## src/rtl/bin_frame_scheduler.sv

```systemverilog
// bin_frame_scheduler
//   Takes 16 spectral bins from mic_translator and sends them to the column driver one column at
//   a time. Each new bin set lands in a pending bank. The pending bank is copied to the active
//   bank only at a frame boundary, so a displayed frame is never a mix of two bin sets. A
//   per-column peak-hold value, with programmable decay, travels alongside each level.
//
// Parameters
//   W          bin / level width
//   DECAY_DIV  number of loaded frames per 1-LSB peak decay (>= 1)
//
// Ports
//   clk        system clock
//   reset      synchronous, active-low reset
//   new_t      one-cycle strobe; t0..t15 are valid in the same cycle
//   t0..t15    unsigned bin magnitudes
//   col_valid  column transfer offered
//   col_ready  driver accepts the column
//   col_idx    column number 0..15
//   col_level  active-bank level for col_idx
//   col_peak   peak-hold value for col_idx
//   frame_done one-cycle pulse after column 15 is accepted
//   overrun    sticky; a pending frame was overwritten before it was loaded
module bin_frame_scheduler #(
    parameter int unsigned W         = 10,
    parameter int unsigned DECAY_DIV = 8
) (
    input  logic         clk,
    input  logic         reset,
    input  logic         new_t,
    input  logic [W-1:0] t0,
    input  logic [W-1:0] t1,
    input  logic [W-1:0] t2,
    input  logic [W-1:0] t3,
    input  logic [W-1:0] t4,
    input  logic [W-1:0] t5,
    input  logic [W-1:0] t6,
    input  logic [W-1:0] t7,
    input  logic [W-1:0] t8,
    input  logic [W-1:0] t9,
    input  logic [W-1:0] t10,
    input  logic [W-1:0] t11,
    input  logic [W-1:0] t12,
    input  logic [W-1:0] t13,
    input  logic [W-1:0] t14,
    input  logic [W-1:0] t15,
    output logic         col_valid,
    input  logic         col_ready,
    output logic [3:0]   col_idx,
    output logic [W-1:0] col_level,
    output logic [W-1:0] col_peak,
    output logic         frame_done,
    output logic         overrun
);

    // Keep the frame counter at least one bit wide so that DECAY_DIV = 1 still elaborates.
    localparam int unsigned FcW = (DECAY_DIV > 1) ? $clog2(DECAY_DIV) : 1;
    localparam logic [FcW-1:0] FcLast = FcW'(DECAY_DIV - 1);

    typedef enum logic [1:0] {StIdle, StLoad, StScan, StWrap} state_e;

    state_e         state_q, state_d;
    logic [W-1:0]   pend_bank_q [16];
    logic [W-1:0]   act_bank_q  [16];
    logic [W-1:0]   peak_bank_q [16];
    logic [W-1:0]   peak_next   [16];
    logic [W-1:0]   t_in        [16];
    logic           pend_q;
    logic           overrun_q;
    logic [FcW-1:0] fc_q;
    logic [3:0]     idx_q;
    logic           decay_now;

    assign t_in[0]  = t0;
    assign t_in[1]  = t1;
    assign t_in[2]  = t2;
    assign t_in[3]  = t3;
    assign t_in[4]  = t4;
    assign t_in[5]  = t5;
    assign t_in[6]  = t6;
    assign t_in[7]  = t7;
    assign t_in[8]  = t8;
    assign t_in[9]  = t9;
    assign t_in[10] = t10;
    assign t_in[11] = t11;
    assign t_in[12] = t12;
    assign t_in[13] = t13;
    assign t_in[14] = t14;
    assign t_in[15] = t15;

    assign decay_now = (fc_q == FcLast);

    // Peak candidate: the (possibly decayed) held peak against the incoming level.
    always_comb begin
        for (int i = 0; i < 16; i++) begin
            logic [W-1:0] held;
            held = peak_bank_q[i];
            if (decay_now && (held != '0)) begin
                held = held - 1'b1;
            end
            peak_next[i] = (pend_bank_q[i] > held) ? pend_bank_q[i] : held;
        end
    end

    always_comb begin
        state_d = state_q;
        unique case (state_q)
            StIdle: if (pend_q) state_d = StLoad;
            StLoad: state_d = StScan;
            StScan: if (col_ready && (idx_q == 4'd15)) state_d = StWrap;
            // Going straight back to LOAD gives the 18-cycle back-to-back frame period.
            StWrap: state_d = pend_q ? StLoad : StIdle;
            default: state_d = StIdle;
        endcase
    end

    always_ff @(posedge clk) begin
        if (!reset) begin
            state_q   <= StIdle;
            pend_q    <= 1'b0;
            overrun_q <= 1'b0;
            fc_q      <= '0;
            idx_q     <= '0;
            for (int i = 0; i < 16; i++) begin
                pend_bank_q[i] <= '0;
                act_bank_q[i]  <= '0;
                peak_bank_q[i] <= '0;
            end
        end else begin
            state_q <= state_d;

            // A strobe during LOAD keeps pend set; the loaded set was not lost, so no overrun.
            if (new_t) begin
                pend_bank_q <= t_in;
                pend_q      <= 1'b1;
                if (pend_q && (state_q != StLoad)) begin
                    overrun_q <= 1'b1;
                end
            end else if (state_q == StLoad) begin
                pend_q <= 1'b0;
            end

            if (state_q == StLoad) begin
                act_bank_q  <= pend_bank_q;
                peak_bank_q <= peak_next;
                fc_q        <= decay_now ? '0 : fc_q + 1'b1;
                idx_q       <= '0;
            end else if ((state_q == StScan) && col_ready && (idx_q != 4'd15)) begin
                idx_q <= idx_q + 4'd1;
            end
        end
    end

    // Outputs decode from registers only; col_ready and new_t never reach them combinationally.
    assign col_valid  = (state_q == StScan);
    assign frame_done = (state_q == StWrap);
    assign col_idx    = idx_q;
    assign col_level  = act_bank_q[idx_q];
    assign col_peak   = peak_bank_q[idx_q];
    assign overrun    = overrun_q;

endmodule

```

## config.mk

```make
export PLATFORM = sky130hd
export DESIGN_NAME = bin_frame_scheduler
export DESIGN_NICKNAME = d
export VERILOG_FILES = /design/src/rtl/bin_frame_scheduler.sv
export SDC_FILE = /design/constraint.sdc
export NUM_CORES = 1
export LEC_CHECK = 0
export ABC_AREA = 1
export CAP_MARGIN = 20
export CORE_MARGIN = 3
export CORE_UTILIZATION = 35
export CTS_CLUSTER_SIZE = 20
export DETAILED_ROUTE_END_ITERATION = 10
export HOLD_SLACK_MARGIN = 0.05
export PLACE_DENSITY = 0.54
export SLEW_MARGIN = 20
export SYNTH_ARGS = -nofsm -noshare
export SYNTH_HDL_FRONTEND = slang
export SYNTH_SLANG_ARGS = --single-unit
```

## constraint.sdc

```tcl
create_clock -name clk -period 2.75 [get_ports clk]
set_clock_uncertainty 0.1 [all_clocks]
set_input_delay 0.4125 -clock clk [delete_from_list [all_inputs] [get_ports clk]]
set_output_delay 0.4125 -clock clk [all_outputs]
set_load 0.01 [all_outputs]
```

==> impl_results.rst <==
.. list-table::
   :header-rows: 1

   * - Metric
     - Value
   * - WL final
     - 120000 um
   * - Main combinational cell family by area after synthesis
     - simple AND/OR/NAND/NOR gates
   * - WHS Endpoint
     - pend_q$_SDFFE_PN0P_
   * - Count of hold-fix buffers inserted at cts
     - 0
   * - Flop-to-flop setup slack
     - -0.16 ns
   * - Post-Syn Area per Cell
     - 6.348 um2
   * - Simple-gate share of the synthesized area
     - 32.87%
   * - Detail-routed net length per standard cell
     - 18.45 um
   * - Post-synthesis compound-gate area fraction
     - 15.44%
   * - Total global routing overflow
     - 0
   * - Proportion of layout cells with a drive suffix above 1
     - 24.08%
   * - Number of distinct library cell variants in the gate-level netlist after synthesis
     - 41
   * - Worst slack, placed
     - -0.2009 ns
   * - Hold Path Stages
     - 3
   * - Most used cells in the layout excluding fill and tap cells
     - 1229 x sky130_fd_sc_hd__nand2_1, 581 x sky130_fd_sc_hd__inv_1, 483 x sky130_fd_sc_hd__dfxtp_1
   * - Post-route clock period utilization
     - 106.1%
   * - Start of the worst register-to-register path
     - fc_q[0]$_SDFFE_PN0P_
   * - Pin count of the biggest net entering global routing
     - 179
   * - Internal
     - 22140 uW
   * - Sum of met3 wire segment lengths after detailed routing
     - 7019 um
   * - Remaining number of nets flagged by the antenna check after routing
     - 0
   * - Final critical-path required period
     - 2.919 ns
   * - CP arrival
     - 2.41 ns
   * - Vias post-DR
     - 33495
   * - Number of max-capacitance violations reported
     - 0
   * - Final-stage net count
     - 5654
   * - Post-synthesis cell count
     - 4861
   * - Via density per instance
     - 5.149
   * - Switching share of total power
     - 44.57%
   * - Most common cell after layout, fill and taps aside
     - sky130_fd_sc_hd__nand2_1
   * - Type of the worst setup path
     - register to output pin
   * - Max frequency
     - 342.6 MHz
   * - Root cell of the clock tree
     - sky130_fd_sc_hd__clkbuf_16
   * - Clk pwr share
     - 20.9%
   * - Number of DRC markers in iteration 0
     - 2702
   * - Top Family by Delay on Critical Path
     - buffers and inverters
   * - Slew at the pin closest to its max-slew limit
     - 1.088 ns
   * - Leakage
     - 0.01998 uW
   * - Antenna violations before repair
     - 0
   * - Sequential element share of the synthesized area
     - 31.85%
   * - Count of buffering cells on the critical path with inverters included
     - 4
   * - Reg2reg end
     - peak_bank_q[29]$_SDFFE_PN0P_
   * - Placed instance area
     - 36060 um2
   * - TritonRoute pass-1 iters
     - 6
   * - Die outline width
     - 302.9 um
   * - Min setup slack post-route
     - -0.1691 ns
   * - Startpoint types
     - register
   * - Hold Startpoint
     - reset
   * - Post-DP HPWL
     - 84290 um
   * - Worst path cell trace
     - inv_6, buf_4, clkbuf_16, o21ai_1, nand2_1, nand2_1, nand3_4, buf_6
   * - Clock slew at reported path FFs
     - 0.06 ns
   * - Number of global-route vias before repair
     - 31009
   * - Top Ports
     - 191
   * - Clock latency at the later pin of the worst-skew pair
     - 0.64 ns
   * - Number of levels in the clock H-tree
     - 2
   * - Switching power
     - 17800 uW
   * - Violated checks
     - negative setup slack
   * - Met1 wire length
     - 54590 um
   * - Crit. End Element
     - output pin
   * - Final non-filler cell area
     - 43450 um2
   * - Slowest cell delay on critical path
     - 0.50 ns
   * - Max-slew violation count
     - 0
   * - Worst r2r path cells
     - 20
   * - Relative contribution of sequential cells to total power
     - 23.1%
   * - Multiplexer share of the synthesized area
     - 0%
   * - Worst Hold Class
     - primary input to register
   * - TritonCTS clock tree
     - done
   * - Worst max-slew margin expressed relative to the limit
     - 27.48%
   * - Setup repair after global routing missed its margin
     - true
   * - Syn nets
     - 5209
   * - Run status
     - finished, violations left
   * - Most frequent cell on the critical path
     - sky130_fd_sc_hd__nand2_1
   * - Max Used Layer
     - met4
   * - Routed met2 length
     - 54360 um
   * - Total routing usage reported by global routing
     - 24.63%
   * - Crit path max fanout
     - 21
   * - Die area
     - 91770 um2
   * - Port Buffer Count
     - 190
   * - Clock tree sinks
     - 491
   * - Combinational cell fraction of total power
     - 56.1%
   * - Total CTS buffers
     - 58
   * - Setup tns final
     - -9.597 ns
   * - Synthesis Warnings
     - 0
   * - Post-synthesis xor/xnor area fraction
     - 1.135%
   * - Worst path slowest cell
     - sky130_fd_sc_hd__dfxtp_4
   * - DIE HEIGHT
     - 302.9 um
   * - Area growth, synth to finish
     - 40.79%
   * - Total standard cell area after synthesis
     - 30860 um2
   * - Longest Clk Path Bufs
     - 3
   * - Required @ worst endpoint
     - 2.24 ns
   * - Area of the placeable core
     - 87160 um2
   * - Number of cell rows
     - 108
   * - Number of design rule violations left after detail routing
     - 0
   * - Post-Synth Adder-Cell Area
     - 7.461%
   * - Effective utilization at floorplan
     - 35.40%
   * - Hold Violations, Final
     - 0
   * - Global-route wire length before repair
     - 178500 um
   * - FF+latch count, synth
     - 491
   * - Setup Viol. Count Final
     - 165
   * - Power per cell area
     - 919.3 nW/um2
   * - Final estimated routing congestion in global placement
     - 0.9123
   * - Max VDD drop
     - 533.6 uV
Yosys cell counts (all sizes together):
| master | n | area (um2) |
|---|---|---|
| a21o | 12 | 90.09 |
| a22o | 2 | 17.52 |
| nand3b | 8 | 60.06 |
| nand2 | 1459 | 5667 |
| nand4 | 66 | 412.9 |
| o211ai | 3 | 22.52 |
| o21bai | 3 | 22.52 |
| clkinv | 2 | 7.510 |
| nand3 | 576 | 2888 |
| a211oi | 2 | 15.01 |
| inv | 641 | 2411 |
| dfxtp | 491 | 9829 |
| o21a | 1 | 7.510 |
| o22ai | 81 | 506.7 |
| o221ai | 2 | 17.52 |
| and2 | 13 | 81.33 |
| xnor2 | 2 | 17.52 |
| clkbuf | 121 | 454.2 |
| a21boi | 7 | 52.55 |
| nor2 | 235 | 997.2 |
| o21ai | 436 | 2182 |
| buf | 112 | 595.6 |
| ha | 184 | 2302 |
| xor2 | 38 | 332.8 |
| a21oi | 360 | 1832 |
| nor3 | 4 | 36.29 |
metrics by stage:
step / hold WS, ns / instances / utilization, % / total power (uW)
final: 0.1571 / 6505 / 49.85 / 39940
after global routing: 0.1538 / 6504 / 49.85 / 42740
after CTS: 0.1112 / 6446 / 46.09 / 36590
after detailed placement: 0.3400 / 6294 / 41.37 / 26860
after global placement: 0.3324 / 6294 / 41.37 / 26800
after floorplan: 0.3230 / 4861 / - / 20670
timing repair:
item | CTS | global route
endpoints found under the setup margin | 176 | 181
buffers inserted | 33 | 46
cloned | 17 | 21
gates resized for setup | 486 | 655
pin swaps | 114 | 257
area by class of cell:
type / count / area, um2
Fill cell: 8672 / 43710
Sequential cell: 491 / 9844
Multi-Input combinational cell: 3497 / 21230
Timing Repair inverter: 1 / 8.758
Tap cell: 1155 / 1445
Clock buffer: 79 / 1662
Clock inverter: 24 / 362.8
Antenna cell: 1 / 2.502
Inverter: 643 / 2487
Timing Repair Buffer: 614 / 6400
worst max path at each step:
stage / start / end / slack [ns] / cells past startpoint
detailed placement: fc_q[0]$_SDFFE_PN0P_ / peak_bank_q[28]$_SDFFE_PN0P_ / -0.20 / 19
floorplan: fc_q[0]$_SDFFE_PN0P_ / peak_bank_q[96]$_SDFFE_PN0P_ / 0.007 / 19
CTS: col_idx[0]$_SDFFE_PP0P_ / col_peak[3] / -0.13 / 8
global placement: fc_q[0]$_SDFFE_PN0P_ / peak_bank_q[28]$_SDFFE_PN0P_ / -0.15 / 18
finish: col_idx[0]$_SDFFE_PP0P_ / col_level[7] / -0.17 / 8
global route: fc_q[0]$_SDFFE_PN0P_ / peak_bank_q[36]$_SDFFE_PN0P_ / -0.30 / 20
layer usage:
layer	vias up	global-route usage, %
li1	16709	-
met1	15596	34.31
met2	977	39.61
met3	213	2.927
met4	0	7.910
met5	-	0
flip-flops by register name, summed over array words and instances, names as in the netlist:
name	flops
act_bank_q	160
pend_q	1
col_idx	4
pend_bank_q	160
overrun	1
peak_bank_q	160
state_q	2
fc_q	3
power groups by stage:
| stage | Combinational, uW | Sequential, uW | Clock, uW |
|---|---|---|---|
| detailed placement | 17600 | 9240 | 0 |
| finish | 22400 | 9210 | 8340 |
| global placement | 17600 | 9250 | 0 |
| global route | 24700 | 9330 | 8750 |
| floorplan | 11700 | 9010 | 0 |
| CTS | 19000 | 9120 | 8480 |
tightest hold or removal path: cells and delay by family:
kind / cells / cell delay [ns]
compound gates: 1 / 0.06
buf+inv: 2 / 0.35
cell families after synthesis:
family / after synthesis
buffers and inverters: 876
and+or+nand+nor: 2361
DFF: 491
adders and majority gates: 184
AOI/OAI and AO/OA: 909
xor gates and xnor gates: 40
(Power assumes the default switching activity.)
